[config.mk]
export PLATFORM = sky130hd
export DESIGN_NAME = reg_file_16x16
export DESIGN_NICKNAME = d
export VERILOG_FILES = /design/src/rtl/cpu_pkg.sv /design/src/rtl/reg_read_port.sv /design/src/rtl/reg_file_16x16.sv
export SDC_FILE = /design/constraint.sdc
export NUM_CORES = 1
export LEC_CHECK = 0
export BUFFER_PORTS_ARGS = -buffer_cell sky130_fd_sc_hd__buf_2
export CAP_MARGIN = 25
export CORE_UTILIZATION = 45
export CTS_BUF_LIST = sky130_fd_sc_hd__clkbuf_2
export CTS_CLUSTER_DIAMETER = 80
export DETAILED_ROUTE_END_ITERATION = 10
export REMOVE_ABC_BUFFERS = 1
export SLEW_MARGIN = 30
export SYNTH_ARGS = -nofsm -noshare
export SYNTH_HDL_FRONTEND = slang
export SYNTH_HIERARCHICAL = 1
export SYNTH_SLANG_ARGS = --single-unit
[constraint.sdc]
create_clock -name i_clk -period 4 [get_ports i_clk]
set_input_delay 0.8 -clock i_clk [delete_from_list [all_inputs] [get_ports i_clk]]
set_output_delay 0.8 -clock i_clk [all_outputs]
set_load 0.005 [all_outputs]
[src/rtl/cpu_pkg.sv]
// Shared constants, register-index type and write-strobe helpers for the
// TTL16 register file.
package cpu_pkg;

  localparam int WIDTH = 16;
  localparam int DEPTH = 16;
  localparam int AW    = 4;

  typedef logic [AW-1:0] addr_t;

  // Exactly one strobe bit set.
  function automatic logic is_onehot16(input logic [15:0] v);
    return (v != 16'd0) && ((v & (v - 16'd1)) == 16'd0);
  endfunction

  function automatic logic popcount_gt1(input logic [15:0] v);
    int unsigned cnt;
    cnt = 0;
    for (int i = 0; i < 16; i++) begin
      cnt += 32'(v[i]);
    end
    return cnt > 1;
  endfunction

endpackage

[src/rtl/reg_read_port.sv]
// Registered read port with same-edge write bypass; a multi-hot strobe
// never bypasses.
module reg_read_port
  import cpu_pkg::*;
(
  input  logic             i_clk,
  input  logic             i_rst_n,
  input  logic [WIDTH-1:0] i_regs [DEPTH],
  input  addr_t            i_addr,
  input  logic [DEPTH-1:0] i_we,
  input  logic [WIDTH-1:0] i_d,
  output logic [WIDTH-1:0] o_q
);

  logic             w_hit;
  logic [WIDTH-1:0] r_q;

  assign w_hit = is_onehot16(i_we) && i_we[i_addr];

  always_ff @(posedge i_clk) begin
    if (!i_rst_n) begin
      r_q <= '0;
    end else begin
      r_q <= w_hit ? i_d : i_regs[i_addr];
    end
  end

  assign o_q = r_q;

endmodule

[src/rtl/reg_file_16x16.sv]
// Sixteen 16-bit registers fed by one-hot write strobes, with two registered
// bypassing read ports and a sticky flag for illegal multi-hot strobes.
module reg_file_16x16
  import cpu_pkg::*;
(
  input  logic             i_clk,
  input  logic             i_rst_n,
  input  logic [DEPTH-1:0] i_we,
  input  logic [WIDTH-1:0] i_d,
  input  addr_t            i_ra,
  input  addr_t            i_rb,
  input  logic             i_clr_err,
  output logic [WIDTH-1:0] o_qa,
  output logic [WIDTH-1:0] o_qb,
  output logic             o_err
);

  logic [WIDTH-1:0] r_regs [DEPTH];
  logic             r_err;
  logic             w_legal;
  logic             w_multi;

  assign w_legal = is_onehot16(i_we);
  assign w_multi = popcount_gt1(i_we);

  always_ff @(posedge i_clk) begin
    for (int i = 0; i < DEPTH; i++) begin
      if (!i_rst_n) begin
        r_regs[i] <= '0;
      end else if (w_legal && i_we[i]) begin
        r_regs[i] <= i_d;
      end
    end
  end

  // Set has priority over clear.
  always_ff @(posedge i_clk) begin
    if (!i_rst_n) begin
      r_err <= 1'b0;
    end else if (w_multi) begin
      r_err <= 1'b1;
    end else if (i_clr_err) begin
      r_err <= 1'b0;
    end
  end

  assign o_err = r_err;

  reg_read_port u_port_a (
    .i_clk   (i_clk),
    .i_rst_n (i_rst_n),
    .i_regs  (r_regs),
    .i_addr  (i_ra),
    .i_we    (i_we),
    .i_d     (i_d),
    .o_q     (o_qa)
  );

  reg_read_port u_port_b (
    .i_clk   (i_clk),
    .i_rst_n (i_rst_n),
    .i_regs  (r_regs),
    .i_addr  (i_rb),
    .i_we    (i_we),
    .i_d     (i_d),
    .o_q     (o_qb)
  );

endmodule
==> flow_metrics.env, run 1 <==
export IMPL_relSlewSlack_pct=49.3
export IMPL_final_area_um2=17800
export IMPL_finalHoldViolations=0
export IMPL_status="finished clean"
export IMPL_setup_viol=0
export IMPL_synth_edf_count=0
export IMPL_fin_nets=1603
export IMPL_first_pass_iters=5
export IMPL_ys_warn_count=6
export IMPL_path_clk_slew_ns=0.14
export IMPL_port_buffers=75
export IMPL_placement_rows=68
export IMPL_p_seq_share_pct=50.8
export IMPL_intPower_mw=4.02
export IMPL_die_y_um=191
export IMPL_cp_common_cell="fa_1"
export IMPL_die_area_um2=36600
export IMPL_avgViaCountPerCell=5.71
export IMPL_netlist_area_um2=16100
export IMPL_final_common_cell="nand2_1"
export IMPL_final_cell_mix="357 x nand2_1, 320 x mux2i_1, 289 x dfxtp_1, 130 x mux4_2, 115 x clkbuf_2"
export IMPL_ios=76
export IMPL_grt_max_degree=111
export IMPL_switching_share_pct=29.5
export IMPL_power_leakage_nw=6.84
export IMPL_netlist_top_cells_area="dfxtp_1 36%, mux2i_1 20%, mux4_2 18%, nand2_1 8.3%, mux2_2 2.2%"
export IMPL_cts_resized=0
export IMPL_critical_path_startpoint_type="input pin"
export IMPL_yosys_area_top_type_share_pct=35.9
export IMPL_total_power_mw=5.70
export IMPL_ant_nets=0
export IMPL_dpl_instance_area_um2=17100
export IMPL_synth_ff_type="dfxtp_1"
export IMPL_ys_seq_area_share_pct=35.9
export IMPL_fmax_ghz=0.311
export IMPL_area_delta_synth_final_pct=10.2
export IMPL_ys_types=51
export IMPL_instances_no_fill=2053
export IMPL_start_util_pct=46.2
export IMPL_grt_pass1_wl_mm=68.6
export IMPL_period_share_pct=80.4
export IMPL_worstSetupPathType="in2reg"
export IMPL_antenna_found_initial=1
export IMPL_drv_cap=0
export IMPL_crit_slowest_cell="fa_1"
export IMPL_vdd_ir_drop_worst_mv=0.163
export IMPL_p_per_area_nw_per_um2=321
export IMPL_place_gp_congestion=0.834
export IMPL_dp_hpwl_mm=26.3
export IMPL_drive_above_1_share_pct=29.0
export IMPL_synthArstFlopShare_pct=0
export IMPL_worstSkewPairLatency_ns=0.93
export IMPL_cp_slowest_stage_delay_ns=0.58
export IMPL_cts_hold_buf=0
export IMPL_vias=11719
export IMPL_worst_path_max_fanout=2
export IMPL_die_w_um=191
export IMPL_crit_chain="buf_2 -> inv_1 -> fa_1 -> fa_1 -> fa_1 -> fa_1 -> inv_1 -> ha_1 -> fa_1 -> a2111oi_0 -> a21boi_0"
export IMPL_core_um2=34900
export IMPL_drcViolationCount=0
export IMPL_tightest_slew_ns=0.761
export IMPL_clkPwrFrac_pct=37.9
export IMPL_skew_ns=0.0433
export IMPL_htree_levels=3
export IMPL_syn_inst=1433
export IMPL_netSwitchingPower_mw=1.68
export IMPL_wl_per_cell_um=21.3
export IMPL_hp_class="in2reg"
export IMPL_arrival_ns=4.02
export IMPL_grtUsageTotal_pct=24.8
export IMPL_power_frac_comb_pct=11.3
export IMPL_synth_top_cell_by_area="dfxtp_1"
export IMPL_period_needed_ns=3.22
export IMPL_ys_seq_elements=289
export IMPL_avgSynthCellArea_um2=11.2
export IMPL_cp_end_kind="flip-flop"
export IMPL_dp_cells=1916
export IMPL_drtIter0Drc=771
export IMPL_cts_setup_buffers=0
export IMPL_grt_overflow=0
export IMPL_final_max_slew_viol_count=0
export IMPL_crit_required_ns=4.80
export IMPL_cts_buffers=80
export IMPL_grt_pass1_vias=12207
export IMPL_wirelength_mm=43.7
export IMPL_cts_tree="built"
export IMPL_clock_sinks=289
export IMPL_clockBufferDepth=3
export IMPL_ctsRootBufferMaster="clkbuf_2"
export IMPL_rsz0062_at_grt="no"
## cell usage after synthesis, drive strengths merged (2+ instances only)
| master | number |
|---|---|
| nand2 | 357 |
| mux2i | 320 |
| dfxtp | 289 |
| mux4 | 138 |
| clkbuf | 74 |
| buf | 49 |
| mux2 | 34 |
| o211ai | 32 |
| inv | 25 |
| nor4 | 18 |
| fa | 10 |
| nor2 | 10 |
| or4 | 9 |
| a21oi | 8 |
| ha | 7 |
| nand3 | 7 |
| o21ai | 6 |
| a22oi | 4 |
| nand4 | 4 |
| o31ai | 4 |
| o32a | 4 |
| a2111oi | 3 |
| o22ai | 3 |
| and4b | 2 |
| dlygate4sd3 | 2 |
| nand3b | 2 |
| o32ai | 2 |
| xor2 | 2 |
## flip-flops by register name (all words and copies together), names as in the netlist
| signal | flops |
|---|---|
| u_port_a/o_q | 16 |
| o_err | 1 |
| u_port_b/o_q | 16 |
| r_regs | 256 |
## worst max-delay path, delay by kind of cell
family / cells / cell delay [ns]
fa+ha+maj: 6 / 2.65
buf+inv: 3 / 0.20
compound gates: 2 / 0.38
## worst paths after layout
path | startpoint | endpoint | slack (ns) | depth (start not counted)
worst min register to register | r_regs[195] | r_regs[195] | 0.47 | 2
worst max-delay path | i_we[0] | o_err | 0.78 | 11
worst max register to register | r_regs[244] | u_port_a/o_q[4] | 2.33 | 4
worst min-delay path | i_d[11] | u_port_b/o_q[11] | 0.12 | 3
## cell type report
class / instances / area [um^2]
diodes: 1 / 2.50
clock buffers: 115 / 576
clock inverters: 21 / 134
fillers: 3216 / 17100
inverters: 25 / 93.8
multi-input cells: 994 / 9490
flip-flops and latches: 289 / 5790
well taps: 455 / 569
repair buffers: 153 / 1110
## power by group through the flow
stage / logic (mW) / registers, mW / clock network [mW]
2_1_floorplan: 0.296 / 2.97 / 0
3_3_place_gp: 0.647 / 2.96 / 0
3_5_place_dp: 0.646 / 2.97 / 0
4_1_cts: 0.651 / 2.90 / 2.23
5_1_grt: 0.711 / 2.90 / 2.40
6_report: 0.646 / 2.90 / 2.16
## per-layer routing
layer	routed length, um	up-vias	global-route usage, %	share of wire [%]
li1	-	5464	-	-
met1	19300	5878	31.3	44
met2	21300	313	42.0	49
met3	2300	64	5.01	5.3
met4	868	0	8.67	2.0
met5	0	-	0	0
## metrics by stage
step           setup slack, ns  hold WS (ns)  TNS (ns)  utilization (%)
2_1_floorplan           0.0270         0.441         0                -
5_1_grt                  0.637        0.0626         0             50.9
4_1_cts                  0.816        0.0440         0             50.9
3_5_place_dp            -0.169         0.458    -0.169             48.9
3_3_place_gp            -0.168         0.450    -0.168             48.9
6_report                 0.784         0.121         0             50.9
## cell families (layout without fill, tap and decap cells)
logic type,after synthesis,count (layout),share of synthesized area [%]
compound gates,70,70,3.29
flops,289,289,35.9
fa+ha+maj,17,17,1.79
buf+inv,150,314,5.23
other cells,0,1,0
xor+xnor,2,2,0.109
simple gates,413,413,12.0
mux,492,492,41.7
Note: power is estimated with default switching activity, not from simulation.
==> run 2: changes to the inputs <==
==> constraint.sdc (replaced) <==
create_clock -name i_clk -period 3.4 [get_ports i_clk]
set_input_delay 0.68 -clock i_clk [delete_from_list [all_inputs] [get_ports i_clk]]
set_output_delay 0.68 -clock i_clk [all_outputs]
set_load 0.005 [all_outputs]
==> run 2 against run 1 <==
  * Clock skew up 0.069 ns
  * Sequential power up 18%
  * Setup slack worse by 0.43 ns
  * First-iteration DRC count grew 9.1%
  * Critical path depth stayed put
  * Worst hold slack got worse by 0.045 ns
  * Global-route usage is 0.54 points higher
  * Design area up 2.4%
  * Combinational power grew 29%
  * Count of clock-buffer cells in the layout up 2
  * Non-clock buffer count grew 31
  * Die area unchanged
  * Largest power group unchanged
==> flow_metrics.env, run 2 (synthesis gave the netlist of run 1 again) <==
export IMPL_ctsRootBufferMaster="clkbuf_2"
export IMPL_path_clk_slew_ns=0.14
export IMPL_grt_pass1_wl_mm=70.5
export IMPL_fmax_ghz=0.328
export IMPL_cp_common_cell="fa_1"
export IMPL_grt_pass1_vias=12293
export IMPL_fillers=3206
export IMPL_regMostFlops="r_regs"
export IMPL_drive_above_1_share_pct=29.7
export IMPL_die_w_um=191
export IMPL_ant_nets=0
export IMPL_area_delta_synth_final_pct=12.9
export IMPL_core_um2=34900
export IMPL_rsz0062_at_grt="no"
export IMPL_cp_top_family="adder cells"
export IMPL_clockBufferDepth=3
export IMPL_finalHoldViolations=0
export IMPL_crit_required_ns=4.27
export IMPL_vias=11946
export IMPL_dp_hpwl_mm=27.7
export IMPL_crit_chain="buf_2 -> inv_1 -> fa_1 -> fa_1 -> fa_1 -> fa_1 -> inv_1 -> ha_1 -> fa_1 -> a2111oi_0 -> a21boi_0"
export IMPL_setup_viol=0
export IMPL_drv_cap=0
export IMPL_final_max_slew_viol_count=0
export IMPL_worst_path_max_fanout=2
export IMPL_arrival_ns=3.92
export IMPL_skew_ns=0.113
export IMPL_cp_end_kind="flip-flop"
export IMPL_start_util_pct=46.2
export IMPL_wirelength_mm=44.6
export IMPL_period_needed_ns=3.05
export IMPL_die_y_um=191
export IMPL_grtUsageTotal_pct=25.4
export IMPL_place_gp_congestion=0.826
export IMPL_grt_overflow=0
export IMPL_port_buffers=75
export IMPL_hp_class="in2reg"
export IMPL_cts_tree="built"
export IMPL_worst_slack_ns=0.352
export IMPL_status="finished clean"
export IMPL_cts_setup_buffers=0
export IMPL_drtIter0Drc=841
export IMPL_relSlewSlack_pct=39.6
export IMPL_grt_max_degree=55
export IMPL_instances_no_fill=2081
export IMPL_avgViaCountPerCell=5.74
export IMPL_vdd_ir_drop_worst_mv=0.181
export IMPL_fin_nets=1632
export IMPL_die_area_um2=36600
export IMPL_worstSkewPairLatency_ns=0.99
export IMPL_critical_path_startpoint_type="input pin"
export IMPL_crit_buf_inv=3
export IMPL_p_per_area_nw_per_um2=368
export IMPL_tns_ns=0
export IMPL_dp_cells=1932
export IMPL_first_pass_iters=5
export IMPL_tightest_slew_ns=0.906
export IMPL_final_common_cell="nand2_1"
export IMPL_worstSetupPathType="in2reg"
export IMPL_final_cell_mix="357 x nand2_1, 320 x mux2i_1, 289 x dfxtp_1, 130 x mux4_2, 117 x clkbuf_2"
export IMPL_clock_sinks=289
export IMPL_period_share_pct=89.6
export IMPL_holdWs_ns=0.0757
export IMPL_htree_levels=3
export IMPL_drcViolationCount=0
export IMPL_largest_reg_flops=256
export IMPL_wl_per_cell_um=21.4
export IMPL_ios=76
export IMPL_placement_rows=68
export IMPL_antenna_found_initial=2
export IMPL_dp_slack_ns=-0.646
export IMPL_cts_buffers=78
export IMPL_crit_slowest_cell="fa_1"
export IMPL_power_leakage_nw=7.03
export IMPL_cp_slowest_stage_delay_ns=0.58
[run 2: cell count changes in the layout (fill, tap and decap cells not counted), sizes merged]
| cell | delta |
|---|---|
| dlygate4sd3 | +15 |
| bufinv | -1 |
| buf | +16 |
| clkinv | -4 |
| clkbuf | +2 |
[run 2: final cells by class]
cell class              instances  area [um^2]  share of cell area [%]
repair buffers                184         1570                    8.64
inverters                      25         93.8                   0.516
multi-input cells             994         9490                    52.2
flip-flops and latches        289         5790                    31.8
diodes                          1         2.50                  0.0138
well taps                     455          569                    3.13
clock buffers                 117          586                    3.22
clock inverters                16         91.3                   0.502
[run 2: final timing paths]
path,startpoint,endpoint,slack (ns),cells past startpoint
max,i_we[0],o_err,0.35,11
max reg2reg,r_regs[132],u_port_b/o_q[4],1.77,4
min reg2reg,r_regs[56],r_regs[56],0.47,2
min,i_d[10],u_port_b/o_q[10],0.08,3
[run 2: per-stage QoR]
stage	cell area (um^2)	total power, mW	utilization [%]
global placement	17400	4.30	49.8
CTS	18200	6.78	52.1
global route	18200	7.06	52.1
floorplan	15400	3.84	-
detailed placement	17400	4.30	49.8
finish	18200	6.70	52.1
[run 2: layer usage]
metal,wire length (um),vias up,global-route usage [%]
li1,-,5523,-
met1,19700,5967,33.0
met2,21500,371,42.1
met3,2360,85,4.79
met4,1100,0,8.70
met5,0,-,0
[run 2: worst register-to-register path, delay by kind of cell, from the launching register on]
family / cells / cell delay [ns]
muxes: 3 / 0.89
DFF: 1 / 0.33
AOI/OAI and AO/OA: 1 / 0.28
[run 2: power by group]
group	leakage [nW]	internal [mW]	switching (mW)
Combinational	4.16	0.334	0.499
Clock	0.538	0.980	1.48
Sequential	2.33	3.40	0.00591
[run 2: timing repair]
| item | CTS | global route |
|---|---|---|
| gates resized for setup | 0 | 0 |
| endpoints found under the hold margin | 28 | 0 |
| hold buffers | 15 | 0 |
==> run 3: changes to the inputs <==
==> constraint.sdc (replaced) <==
create_clock -name i_clk -period 3.85 [get_ports i_clk]
set_input_delay 0.77 -clock i_clk [delete_from_list [all_inputs] [get_ports i_clk]]
set_output_delay 0.77 -clock i_clk [all_outputs]
set_load 0.01 [all_outputs]
==> run 3 against run 2 <==
  * Non-clock buffer count shrank 31
  * Sequential cell count is the same
  * Largest power group unchanged
  * Routed wire length shrank 3.7%
  * Combinational power shrank 16%
  * Global-route usage shrank 1.1 points
  * Clock power shrank 11%
  * Clock skew shrank 0.061 ns
  * Core utilization shrank 1.3 points
==> flow_metrics.env, run 3 (synthesis gave the netlist of run 1 again) <==
export IMPL_startpoint="i_we[11]"
export IMPL_cts_hold_buf=0
export IMPL_final_cell_mix="357 x nand2_1, 320 x mux2i_1, 289 x dfxtp_1, 130 x mux4_2, 108 x clkbuf_2"
export IMPL_fin_util_pct=50.9
export IMPL_wirelength_mm=43.0
export IMPL_grtUsageTotal_pct=24.3
export IMPL_regMostFlops="r_regs"
export IMPL_relSlewSlack_pct=54.9
export IMPL_dp_hpwl_mm=26.5
export IMPL_worst_slack_ns=0.621
export IMPL_final_common_cell="nand2_1"
export IMPL_path_clk_slew_ns=0.10
export IMPL_start_util_pct=46.2
export IMPL_p_per_area_nw_per_um2=332
export IMPL_ios=76
export IMPL_worstSkewPairLatency_ns=0.92
export IMPL_cts_setup_buffers=0
export IMPL_skew_ns=0.0518
export IMPL_place_gp_congestion=0.832
export IMPL_total_power_mw=5.89
export IMPL_r2r_end="u_port_b/o_q[4]"
export IMPL_status="finished clean"
export IMPL_htree_levels=3
export IMPL_grt_max_degree=92
export IMPL_grt_pass1_vias=11973
export IMPL_cts_resized=0
export IMPL_cts_tree="built"
export IMPL_die_w_um=191
export IMPL_avgViaCountPerCell=5.70
export IMPL_tightest_slew_ns=0.676
export IMPL_ant_nets=0
export IMPL_worstSetupPathType="in2reg"
export IMPL_placement_rows=68
export IMPL_die_y_um=191
export IMPL_drcViolationCount=0
export IMPL_tns_ns=0
export IMPL_drive_above_1_share_pct=29.0
export IMPL_period_needed_ns=3.23
export IMPL_holdWs_ns=0.107
export IMPL_drv_cap=0
export IMPL_arrival_ns=4.02
export IMPL_dp_cells=1916
export IMPL_dp_slack_ns=-0.338
export IMPL_clock_sinks=289
export IMPL_final_max_slew_viol_count=0
export IMPL_power_leakage_nw=6.83
export IMPL_timing_rr_start="r_regs[196]"
export IMPL_rsz0062_at_grt="no"
export IMPL_setup_viol=0
export IMPL_vdd_ir_drop_worst_mv=0.154
export IMPL_critical_path_startpoint_type="input pin"
export IMPL_first_pass_iters=5
export IMPL_vias=11670
export IMPL_r2r_setup_slack_ns=2.18
export IMPL_fmax_ghz=0.310
export IMPL_cts_buffers=78
export IMPL_cp_endpoint="o_err"
export IMPL_cp_end_kind="flip-flop"
export IMPL_clockBufferDepth=3
export IMPL_crit_required_ns=4.64
export IMPL_grt_pass1_wl_mm=67.6
export IMPL_hp_class="in2reg"
export IMPL_wl_per_cell_um=21.0
export IMPL_area_delta_synth_final_pct=10.2
export IMPL_port_buffers=75
export IMPL_worst_path_max_fanout=2
export IMPL_instances_no_fill=2048
export IMPL_ctsRootBufferMaster="clkbuf_2"
export IMPL_final_area_um2=17800
export IMPL_finalHoldViolations=0
export IMPL_antenna_found_initial=3
export IMPL_core_um2=34900
export IMPL_r2r_cells=4
export IMPL_largest_reg_flops=256
export IMPL_dpl_instance_area_um2=17100
export IMPL_period_share_pct=83.9
export IMPL_drtIter0Drc=704
export IMPL_fin_nets=1601
export IMPL_grt_overflow=0
export IMPL_die_area_um2=36600
-- run 3: changes by cell type in the layout (fill, tap and decap cells not counted), moves of 2 or more --
cell	previous run	this run
buf_12	26	12
buf_4	70	68
clkbuf_2	117	108
clkinv_1	9	11
dlygate4sd3_1	15	0
inv_2	2	4
-- run 3: worst min path at each step --
stage	from	to	slack, ns	cells past startpoint
floorplan	r_regs[144]	r_regs[144]	0.44	2
global placement	r_regs[31]	r_regs[31]	0.45	2
detailed placement	r_regs[45]	r_regs[45]	0.46	2
CTS	i_d[15]	u_port_b/o_q[15]	0.01	3
global route	i_d[7]	u_port_a/o_q[7]	0.03	3
finish	i_d[15]	u_port_b/o_q[15]	0.11	3
-- run 3: final cells by class --
cell class                      instances  area (um^2)
Fill cell                            3197        17100
Sequential cell                       289         5790
Antenna cell                            2         5.00
Timing Repair Buffer                  153         1130
Clock inverter                         22          141
Multi-Input combinational cell        994         9490
Tap cell                              455          569
Clock buffer                          108          541
Inverter                               25         93.8
-- run 3: where the power goes --
part | total [mW] | internal [mW] | switching [mW]
clock network | 2.18 | 0.886 | 1.29
logic | 0.702 | 0.269 | 0.433
registers | 3.01 | 3.00 | 0.00566
-- run 3: worst max-delay path, stage by stage --
cell and delay, ns:
buf_2 0.10, inv_1 0.07, fa_1 0.57, fa_1 0.46, fa_1 0.46, fa_1 0.50, inv_1 0.05, ha_1 0.20
fa_1 0.45, a2111oi_0 0.26, a21boi_0 0.13
-- run 3: layer usage --
| metal | share of wire [%] | global-route usage, % | routed length, um | vias up |
|---|---|---|---|---|
| met5 | 0.021 | 0 | 9 | - |
| met3 | 5.1 | 4.87 | 2200 | 83 |
| met4 | 2.3 | 8.18 | 972 | 2 |
| li1 | - | - | - | 5474 |
| met1 | 45 | 31.7 | 19400 | 5801 |
| met2 | 48 | 40.0 | 20400 | 310 |
